**src/rtl/sha3_pad_absorb.sv**
```systemverilog
// SHA-3/SHAKE front-end: packs W-bit message words into R-bit rate blocks and applies pad10*1 with a domain suffix.
// Latency: a block is valid the cycle after the word completing it is accepted; an extra pad-only block follows when the message fills the block exactly.
// Backpressure: in_ready is high only while filling; blk_valid holds with stable outputs until blk_ready.
// Optional feature macro SHA3_PAD_SHAKE_EN: when defined, mode selects the SHAKE suffix 0x1F; otherwise the suffix is always 0x06.
module sha3_pad_absorb #(
    parameter int D = 512,
    parameter int W = 64
) (
    input  logic                   clk,
    input  logic                   reset,
    input  logic [W-1:0]           in_data,
    input  logic                   in_valid,
    output logic                   in_ready,
    input  logic                   in_last,
    input  logic [$clog2(W/8):0]   in_bytes,
    input  logic                   mode,
    output logic [1600-2*D-1:0]    blk_data,
    output logic                   blk_valid,
    input  logic                   blk_ready,
    output logic                   blk_first,
    output logic                   blk_last
);
    localparam int R  = 1600 - 2 * D;
    localparam int NB = R / 8;
    localparam int WB = W / 8;
    localparam int NW = R / W;
    localparam int CW = (NW > 1) ? $clog2(NW) : 1;
    localparam int BW = $clog2(W / 8) + 1;

    if (!(D == 224 || D == 256 || D == 384 || D == 512) || (W % 8) != 0 || W == 0 || (R % W) != 0) begin : g_param_chk
        $error("sha3_pad_absorb: illegal D/W combination");
    end

    typedef enum logic {FILL, EMIT} state_t;

    state_t          state;
    logic [CW-1:0]   wc;
    logic            first_pend;
    logic            pad_pend;
    logic            mode_q;
    logic [7:0]      word_sfx;
    logic [7:0]      pad_sfx;
    logic [BW-1:0]   inb_c;
    logic [R-1:0]    nxt_blk;
    logic [R-1:0]    pad_blk;
    logic            p_short;
    int              wc_i;
    int              p_i;

`ifdef SHA3_PAD_SHAKE_EN
    logic word_mode;
    // A message's first word supplies the mode directly; later words use the latched copy.
    assign word_mode = (wc == '0 && first_pend) ? mode : mode_q;
    assign word_sfx  = word_mode ? 8'h1F : 8'h06;
    assign pad_sfx   = mode_q ? 8'h1F : 8'h06;
`else
    logic unused_mode_q;
    assign unused_mode_q = mode_q;
    assign word_sfx      = 8'h06;
    assign pad_sfx       = 8'h06;
`endif

    assign inb_c   = (in_bytes > BW'(WB)) ? BW'(WB) : in_bytes;
    assign wc_i    = 32'(wc);
    assign p_i     = wc_i * WB + 32'(inb_c);
    assign p_short = (p_i < NB);

    // Merge the incoming word into its slot; on the last word also zero the tail and apply padding.
    always_comb begin
        nxt_blk = blk_data;
        for (int i = 0; i < NB; i++) begin
            if (i / WB == wc_i) begin
                if (!in_last || i < p_i)
                    nxt_blk[R-1-8*i -: 8] = in_data[W-1-8*(i%WB) -: 8];
                else if (i == p_i)
                    nxt_blk[R-1-8*i -: 8] = word_sfx;
                else
                    nxt_blk[R-1-8*i -: 8] = 8'h00;
            end else if (in_last && i / WB > wc_i) begin
                nxt_blk[R-1-8*i -: 8] = (i == p_i) ? word_sfx : 8'h00;
            end
        end
        if (in_last && p_short)
            nxt_blk[7:0] = nxt_blk[7:0] | 8'h80;
    end

    // Pad-only block used when the message ended exactly on a block boundary.
    always_comb begin
        pad_blk         = '0;
        pad_blk[R-1 -: 8] = pad_sfx;
        pad_blk[7:0]    = pad_blk[7:0] | 8'h80;
    end

    // Fill/emit controller; the block register doubles as the packing buffer.
    always_ff @(posedge clk or posedge reset) begin
        if (reset) begin
            state      <= FILL;
            in_ready   <= 1'b1;
            blk_valid  <= 1'b0;
            blk_data   <= '0;
            blk_first  <= 1'b0;
            blk_last   <= 1'b0;
            wc         <= '0;
            first_pend <= 1'b1;
            pad_pend   <= 1'b0;
            mode_q     <= 1'b0;
        end else begin
            case (state)
                FILL: begin
                    if (in_valid && in_ready) begin
                        blk_data <= nxt_blk;
                        if (wc == '0 && first_pend)
                            mode_q <= mode;
                        if (in_last) begin
                            wc        <= '0;
                            state     <= EMIT;
                            in_ready  <= 1'b0;
                            blk_valid <= 1'b1;
                            blk_first <= first_pend;
                            blk_last  <= p_short;
                            pad_pend  <= !p_short;
                        end else if (wc == CW'(NW - 1)) begin
                            wc        <= '0;
                            state     <= EMIT;
                            in_ready  <= 1'b0;
                            blk_valid <= 1'b1;
                            blk_first <= first_pend;
                            blk_last  <= 1'b0;
                        end else begin
                            wc <= wc + 1'b1;
                        end
                    end
                end
                EMIT: begin
                    if (blk_valid && blk_ready) begin
                        first_pend <= blk_last;
                        if (pad_pend) begin
                            blk_data  <= pad_blk;
                            blk_first <= blk_last;
                            blk_last  <= 1'b1;
                            pad_pend  <= 1'b0;
                        end else begin
                            state     <= FILL;
                            blk_valid <= 1'b0;
                            in_ready  <= 1'b1;
                        end
                    end
                end
                default: state <= FILL;
            endcase
        end
    end
endmodule

```
**config.mk**
```make
export PLATFORM = sky130hd
export DESIGN_NAME = sha3_pad_absorb
export DESIGN_NICKNAME = d
export VERILOG_FILES = /design/src/rtl/sha3_pad_absorb.sv
export SDC_FILE = /design/constraint.sdc
export NUM_CORES = 1
export LEC_CHECK = 0
export CORE_AREA = 5 5 248 250
export CTS_BUF_LIST = sky130_fd_sc_hd__clkbuf_2 sky130_fd_sc_hd__clkbuf_4 sky130_fd_sc_hd__clkbuf_8
export CTS_CLUSTER_DIAMETER = 120
export DETAILED_ROUTE_END_ITERATION = 7
export DIE_AREA = 0 0 253 255
export GPL_TIMING_DRIVEN = 0
export PLACE_DENSITY = 0.71
export SKIP_CTS_REPAIR_TIMING = 1
export SLEW_MARGIN = 5
export SYNTH_ARGS = -nofsm -noshare
export SYNTH_HDL_FRONTEND = slang
export SYNTH_SLANG_ARGS = --single-unit
```
**constraint.sdc**
```tcl
create_clock -name clk -period 24.8 [get_ports clk]
set_input_delay 4.96 -clock clk [delete_from_list [all_inputs] [get_ports clk]]
set_output_delay 4.96 -clock clk [all_outputs]
set_load 0.03 [all_outputs]
```
==> run_results.csv, run 1 <==
group,metric,value,unit
place,gp_congestion,1.00,
detailed_routing,met3_length,15900,um
cells_and_area,postLayoutCoreUtil,59.0,%
place,place.port_buffers,638,
cts,clock_path_buffers,3,
cts,clockRootBuffer,"clkbuf_8",
detailed_routing,highest-signal-layer,"met5",
worst_setup_path,worstPathArrival,9.76,ns
yosys,ys_seq_elements,587,
yosys,synth_cell_type_count,75,
timing,finalWorstSetupSlack,15.56,ns
floorplan,initial_core_util,42.5,%
yosys,ys_async_sr_fraction,100,%
cts,ctsHtreeMaxLevel,3,
worst_hold_path,min_from,"blk_data[513]$_DFFE_PP0P_",
timing,skew,0.0360,ns
detailed_routing,detail_route.wl_per_cell,33.8,um
run_status,run_status,"finished with violations",
cells_and_area,finalNetCount,3254,
cells_and_area,n_fill_cell,5047,
cts,clk_pin_slew,0.06,ns
worst_setup_path,r2r_startpoint,"wc[0]$_DFFE_PP0P_",
cells_and_area,instances_no_fill,4032,
timing,final-hold-violation-count,0,
floorplan,num_io_pins,654,
cells_and_area,mostFrequentLayoutCell,"clkdlybuf4s50_1",
pwr,ir_worst_vdd,0.0478,mV
place,placed_cells_incl_taps,3848,
yosys,cell_taking_the_most_area_after_synthesis,"dfrtp_1",
detailed_routing,drc,0,
global_routing,gr-total-overflow,0,
run_status,violations,"max-capacitance violations, max-slew violations",
worst_setup_path,startpoint_type,"input port",
place,post-place-ws,15.15,ns
yosys,synth_top_cells_by_area,"dfrtp_1, nand2_1, o21ai_0",
detailed_routing,drt_pre_antenna_iters,6,
global_routing,antenna_found_initial,11,
floorplan,die_width,253,um
timing,drv_slew,3,
global_routing,grt_util_all_layers,40.6,%
yosys,synth_top_area_share,58.6,%
detailed_routing,routed-wl-met2,60300,um
yosys,mapped_avg_cell_area,10.3,sq um
flow_run,max_cap_viol_count,1,
worst_setup_path,path_class,"in -> reg",
cells_and_area,areaGrowthSynthToFinish,39.0,%
detailed_routing,dr_total_vias,25500,
detailed_routing,vias_per_cell,6.33,
yosys,flip_flop_cell_with_the_highest_count_after_synthesis,"dfrtp_1",
cells_and_area,mostFrequentLayoutCells,"clkdlybuf4s50_1, dfrtp_1, nand2_1",
global_routing,global_route_wire_length_before_repair,188000,um
pwr,power,2.00,mW
detailed_routing,antenna_violating_nets_post_route,0,
worst_setup_path,critPathMaxFanout,10,
worst_setup_path,startpoint,"in_bytes[3]",
floorplan,die_height,255,um
cts,cts.sink_count,587,
place,dpl.hpwl,105000,um
cells_and_area,post_route_cells_drive_above_1_share,7.44,%
yosys,mappedNetlistNets,2511,
global_routing,vias_in_the_first_global_route,25000,
yosys,synth-edff-count,0,
global_routing,grt_start_max_net_pins,131,
yosys,ys.warnings.count,0,
timing,hold_ws,0.482,ns
timing,maxClockFrequency,108,MHz
cts,cts_buffers,97,
worst_setup_path,worst_setup_path_end_kind,"flop",
timing,fin_crit_sh,37.2,%
floorplan,core,58800,sq um
detailed_routing,postRouteWirelength,136000,um
worst_setup_path,cp_data_required_time,25.32,ns
yosys,mappedNetlistArea,25000,sq um
timing,period_minus_slack,9.24,ns
cts,clock_latency_at_the_later_pin_of_the_worst_skew_pair,0.73,ns
floorplan,area_of_the_die,64500,sq um
timing,worst_margin_slew,1.55,ns
pwr,p_leak,15.0,nW
yosys,netlist_instances,2431,
timing,finalSetupViolCount,0,
detailed_routing,routed_length_on_met1,53000,um
detailed_routing,first_drt_iteration_drcs,3101,
cts,cts_tree,"done",
timing,slew_headroom,-5.99,%
pwr,power_density,57.6,nW/um^2
timing,grt_setup_unrepaired,"false",
worst_hold_path,hp-class,"reg -> reg",
yosys,register_area_share_after_synthesis,58.8,%
floorplan,floorplan.rows,89,
[state kept, by name, indices dropped and copies added (netlist names)]
signal / count
state: 1
first_pend: 1
blk_last: 1
blk_valid: 1
blk_first: 1
in_ready: 1
pad_pend: 1
blk_data: 576
wc: 4
[final timing paths]
path | slack [ns] | cells after the start | to
max | 15.56 | 10 | blk_data[370]$_DFFE_PP0P_
min | 0.48 | 2 | blk_data[513]$_DFFE_PP0P_
max reg2reg | 19.94 | 9 | blk_data[370]$_DFFE_PP0P_
min reg2reg | 0.48 | 2 | blk_data[513]$_DFFE_PP0P_
max in group asynchronous | 18.36 | 5 | blk_data[363]$_DFFE_PP0P_
min in group asynchronous | 4.53 | 2 | blk_data[207]$_DFFE_PP0P_
[report_power, final]
| group | internal [mW] | total, mW | switching, mW |
|---|---|---|---|
| logic | 0.0192 | 0.0895 | 0.0703 |
| registers | 0.958 | 0.958 | 0 |
| clock network | 0.538 | 0.951 | 0.413 |
[Yosys cell counts, drive strengths merged, types with 39 or more instances]
library cell / instances
a21oi: 78
a22o: 139
buf: 44
nand2: 466
clkbuf: 116
dfrtp: 585
nor2: 100
o31ai: 39
o21ai: 332
nor2b: 44
a32o: 64
nand3: 57
[critical path: stages]
cell and delay (ns):
clkdlybuf4s50_1 0.60, ha_1 0.37, ha_1 0.42, buf_2 0.37, inv_2 0.06, clkbuf_1 0.40, nor3_2 1.08, o21ai_0 0.24
a21oi_1 1.05, a22oi_1 0.19
[area by class of cell]
type / instances / area [sq um] / share of cell area [%]
Sequential cell: 587 / 14700 / 42.3
Tap cell: 773 / 967 / 2.79
Clock inverter: 19 / 204 / 0.587
Multi-Input combinational cell: 1664 / 9600 / 27.7
Clock buffer: 157 / 1980 / 5.70
Antenna cell: 8 / 20.0 / 0.0577
Buffer: 160 / 636 / 1.83
Inverter: 20 / 82.6 / 0.238
Timing Repair Buffer: 644 / 6530 / 18.8
[logic make-up (layout without fill, tap and decap cells)]
family          count (synthesis)  in the layout  share of synthesized area, %
other cells                     0              8                             0
simple gates                  835            835                          15.2
flops                         587            587                          58.8
fa+ha+maj                       6              6                         0.301
mux                             6              6                         0.250
compound gates                814            814                          22.5
buf+inv                       180           1000                          2.85
xor+xnor                        3              3                         0.105
[through the flow]
stage	setup TNS, ns	area, sq um
floorplan	0	25000
global placement	-1298.28	32300
detailed placement	0	32500
CTS	0	34700
global route	0	34700
finish	0	34700
[metal layers]
layer,vias to the layer above,track usage (%)
met4,2,17.1
met5,-,0
li1,10300,-
met1,13000,53.8
met3,364,14.1
met2,1792,61.2
Power figures use the tool's default switching activity.
==> inputs of run 2 (changes only) <==
==> constraint.sdc (replaced) <==
create_clock -name clk -period 9.3 [get_ports clk]
set_input_delay 1.86 -clock clk [delete_from_list [all_inputs] [get_ports clk]]
set_output_delay 1.86 -clock clk [all_outputs]
set_load 0.03 [all_outputs]
==> run 2 against run 1 <==
Against the previous run:
- the flow still finishes with violations (max-capacitance violations, max-slew violations)
- critical path type unchanged
- global-route usage down 0.073 points
- clock skew is 0.0033 ns lower
- non-clock buffer count is 10 higher
==> run_results.csv, run 2 (synthesized netlist as in run 1, its figures left out) <==
group,metric,value,unit
pwr,power_density,152,nW/um^2
worst_setup_path,startpoint_type,"input port",
place,placed_cells_incl_taps,3858,
worst_setup_path,critPathMaxFanout,10,
worst_setup_path,cp_data_required_time,9.90,ns
detailed_routing,detail_route.wl_per_cell,33.7,um
global_routing,grt_start_max_net_pins,46,
worst_setup_path,rr_worst_depth,9,
timing,final-hold-violation-count,0,
timing,maxClockFrequency,165,MHz
cells_and_area,mostFrequentLayoutCell,"clkdlybuf4s50_1",
detailed_routing,vias_per_cell,6.35,
place,gp_congestion,1.04,
pwr,ir_worst_vdd,0.124,mV
floorplan,die_height,255,um
flow_run,max_cap_viol_count,1,
floorplan,die_width,253,um
worst_setup_path,critical-path-max-stage-delay,1.05,ns
pwr,power,5.30,mW
pwr,power_frac_seq,48.2,%
cells_and_area,instances_no_fill,4035,
detailed_routing,drt_pre_antenna_iters,8,
timing,worst_margin_slew,1.53,ns
floorplan,core,58800,sq um
pwr,internal-power,4.04,mW
cells_and_area,n_fill_cell,4965,
pwr,p_sw,1.26,mW
timing,final_setup_tns,0,ns
worst_setup_path,worstPathArrival,6.68,ns
detailed_routing,dr_total_vias,25600,
run_status,run_status,"finished with violations",
place,place.port_buffers,638,
pwr,power_frac_clock,47.2,%
timing,grt_setup_unrepaired,"false",
cts,cts_buffers,97,
cells_and_area,postLayoutCoreUtil,59.3,%
floorplan,floorplan.rows,89,
timing,hold_ws,0.479,ns
cts,cts_tree,"done",
timing,skew,0.0327,ns
detailed_routing,drc,0,
worst_setup_path,reg2reg_capture_point,"blk_data[401]$_DFFE_PP0P_",
worst_setup_path,r2r_startpoint,"wc[0]$_DFFE_PP0P_",
worst_setup_path,path_class,"in -> reg",
cts,cts.sink_count,587,
floorplan,area_of_the_die,64500,sq um
detailed_routing,antenna_violating_nets_post_route,0,
cells_and_area,final_cell_area,34800,sq um
worst_setup_path,r2r_setup_slack,4.36,ns
cts,clk_pin_slew,0.06,ns
run_status,violations,"max-capacitance violations, max-slew violations",
timing,drv_slew,3,
cells_and_area,post_route_cells_drive_above_1_share,7.58,%
cts,clockRootBuffer,"clkbuf_8",
pwr,power.combinational.fraction,4.6,%
global_routing,antenna_found_initial,8,
place,post-place-ws,2.75,ns
cts,clock_path_buffers,3,
floorplan,num_io_pins,654,
cells_and_area,largest_register_by_flop_count,"blk_data",
worst_setup_path,cp_common_cell,"o21ai_0",
global_routing,vias_in_the_first_global_route,25200,
timing,finalWorstSetupSlack,3.23,ns
timing,fin_crit_sh,65.3,%
cells_and_area,register_area,14700,sq um
cts,ctsHtreeMaxLevel,3,
global_routing,global_route_wire_length_before_repair,187000,um
detailed_routing,postRouteWirelength,136000,um
worst_hold_path,min_from,"blk_data[68]$_DFFE_PP0P_",
detailed_routing,first_drt_iteration_drcs,3174,
place,placed_cell_area,32700,sq um
floorplan,initial_core_util,42.5,%
worst_hold_path,timing.hold.worst_path_depth,2,
timing,slew_headroom,-2.99,%
cts,clock_latency_at_the_later_pin_of_the_worst_skew_pair,0.72,ns
pwr,switching_share,23.7,%
worst_setup_path,cpMaxStageDelayCell,"a21oi_1",
cells_and_area,mostFrequentLayoutCells,"clkdlybuf4s50_1, dfrtp_1, nand2_1",
timing,period_minus_slack,6.07,ns
worst_setup_path,crit_path_cell_trace,"clkdlybuf4s50_1 > ha_1 > ha_1 > buf_2 > clkbuf_1 > o21ai_0 > nand2b_1 > a21oi_1 > o21ai_0 > o21ai_0",
cells_and_area,finalNetCount,3264,
worst_hold_path,holdPathEnd,"blk_data[68]$_DFFE_PP0P_",
global_routing,gr-total-overflow,0,
cells_and_area,multi_input_comb_area,9610,sq um
pwr,p_leak,15.0,nW
worst_setup_path,worst_setup_path_end_kind,"flop",
cells_and_area,largest_reg_flops,576,
cells_and_area,areaGrowthSynthToFinish,39.5,%
timing,finalSetupViolCount,0,
worst_hold_path,hp-class,"reg -> reg",
place,dpl.hpwl,106000,um
cells_and_area,biggestRegsByFlops,"blk_data: 576 flops, wc: 4 flops",
global_routing,grt_util_all_layers,40.5,%
==> run 2: cell types whose count changed in the layout (fill, tap and decap cells not counted), moves of 2 or more <==
cell	before	now
buf_12	0	15
buf_16	5	0
clkbuf_4	29	26
diode_2	8	5
clkbuf_8	128	126
==> run 2: worst max-delay path, delay by kind of cell <==
kind	cells	cell delay [ns]
simple gates	1	0.27
fa+ha+maj	2	0.74
buf+inv	3	1.48
compound gates	4	2.30
==> run 2: worst max-delay path by stage <==
stage                           start                   endpoint  slack [ns]  cells after the start
final                     in_bytes[3]  blk_data[401]$_DFFE_PP0P_        3.23                     10
after global routing      in_bytes[3]  blk_data[402]$_DFFE_PP0P_        3.29                     10
after CTS                 in_bytes[3]  blk_data[401]$_DFFE_PP0P_        3.49                     10
after detailed placement  in_bytes[3]  blk_data[401]$_DFFE_PP0P_        2.75                     10
after global placement          reset  blk_data[174]$_DFFE_PP0P_       -3.79                      2
after floorplan                 reset    blk_data[0]$_DFFE_PP0P_       -0.56                      1
==> run 2: final cells by class <==
cell class / instances / share of cell area [%]
Buffer: 160 / 1.82
Multi-Input combinational cell: 1664 / 27.6
Clock inverter: 20 / 0.650
Clock buffer: 152 / 5.54
Antenna cell: 5 / 0.0359
Tap cell: 773 / 2.78
Timing Repair Buffer: 654 / 19.2
Sequential cell: 587 / 42.2
Inverter: 20 / 0.226
==> run 2: metal layers <==
layer	GRT usage (%)	vias up	part of all wire (%)
met2	62.8	1823	45
li1	-	10400	-
met4	16.7	0	4.8
met5	0	-	0
met1	53.7	13100	39
met3	12.1	336	11
==> run 2: power groups by stage <==
| stage | clock, mW | sequential, mW | combinational [mW] |
|---|---|---|---|
| 6_report | 2.50 | 2.55 | 0.245 |
| 3_5_place_dp | 0 | 2.60 | 0.235 |
| 3_3_place_gp | 0 | 2.61 | 0.216 |
| 2_1_floorplan | 0 | 2.60 | 0.103 |
| 4_1_cts | 2.51 | 2.56 | 0.236 |
| 5_1_grt | 2.63 | 2.55 | 0.256 |
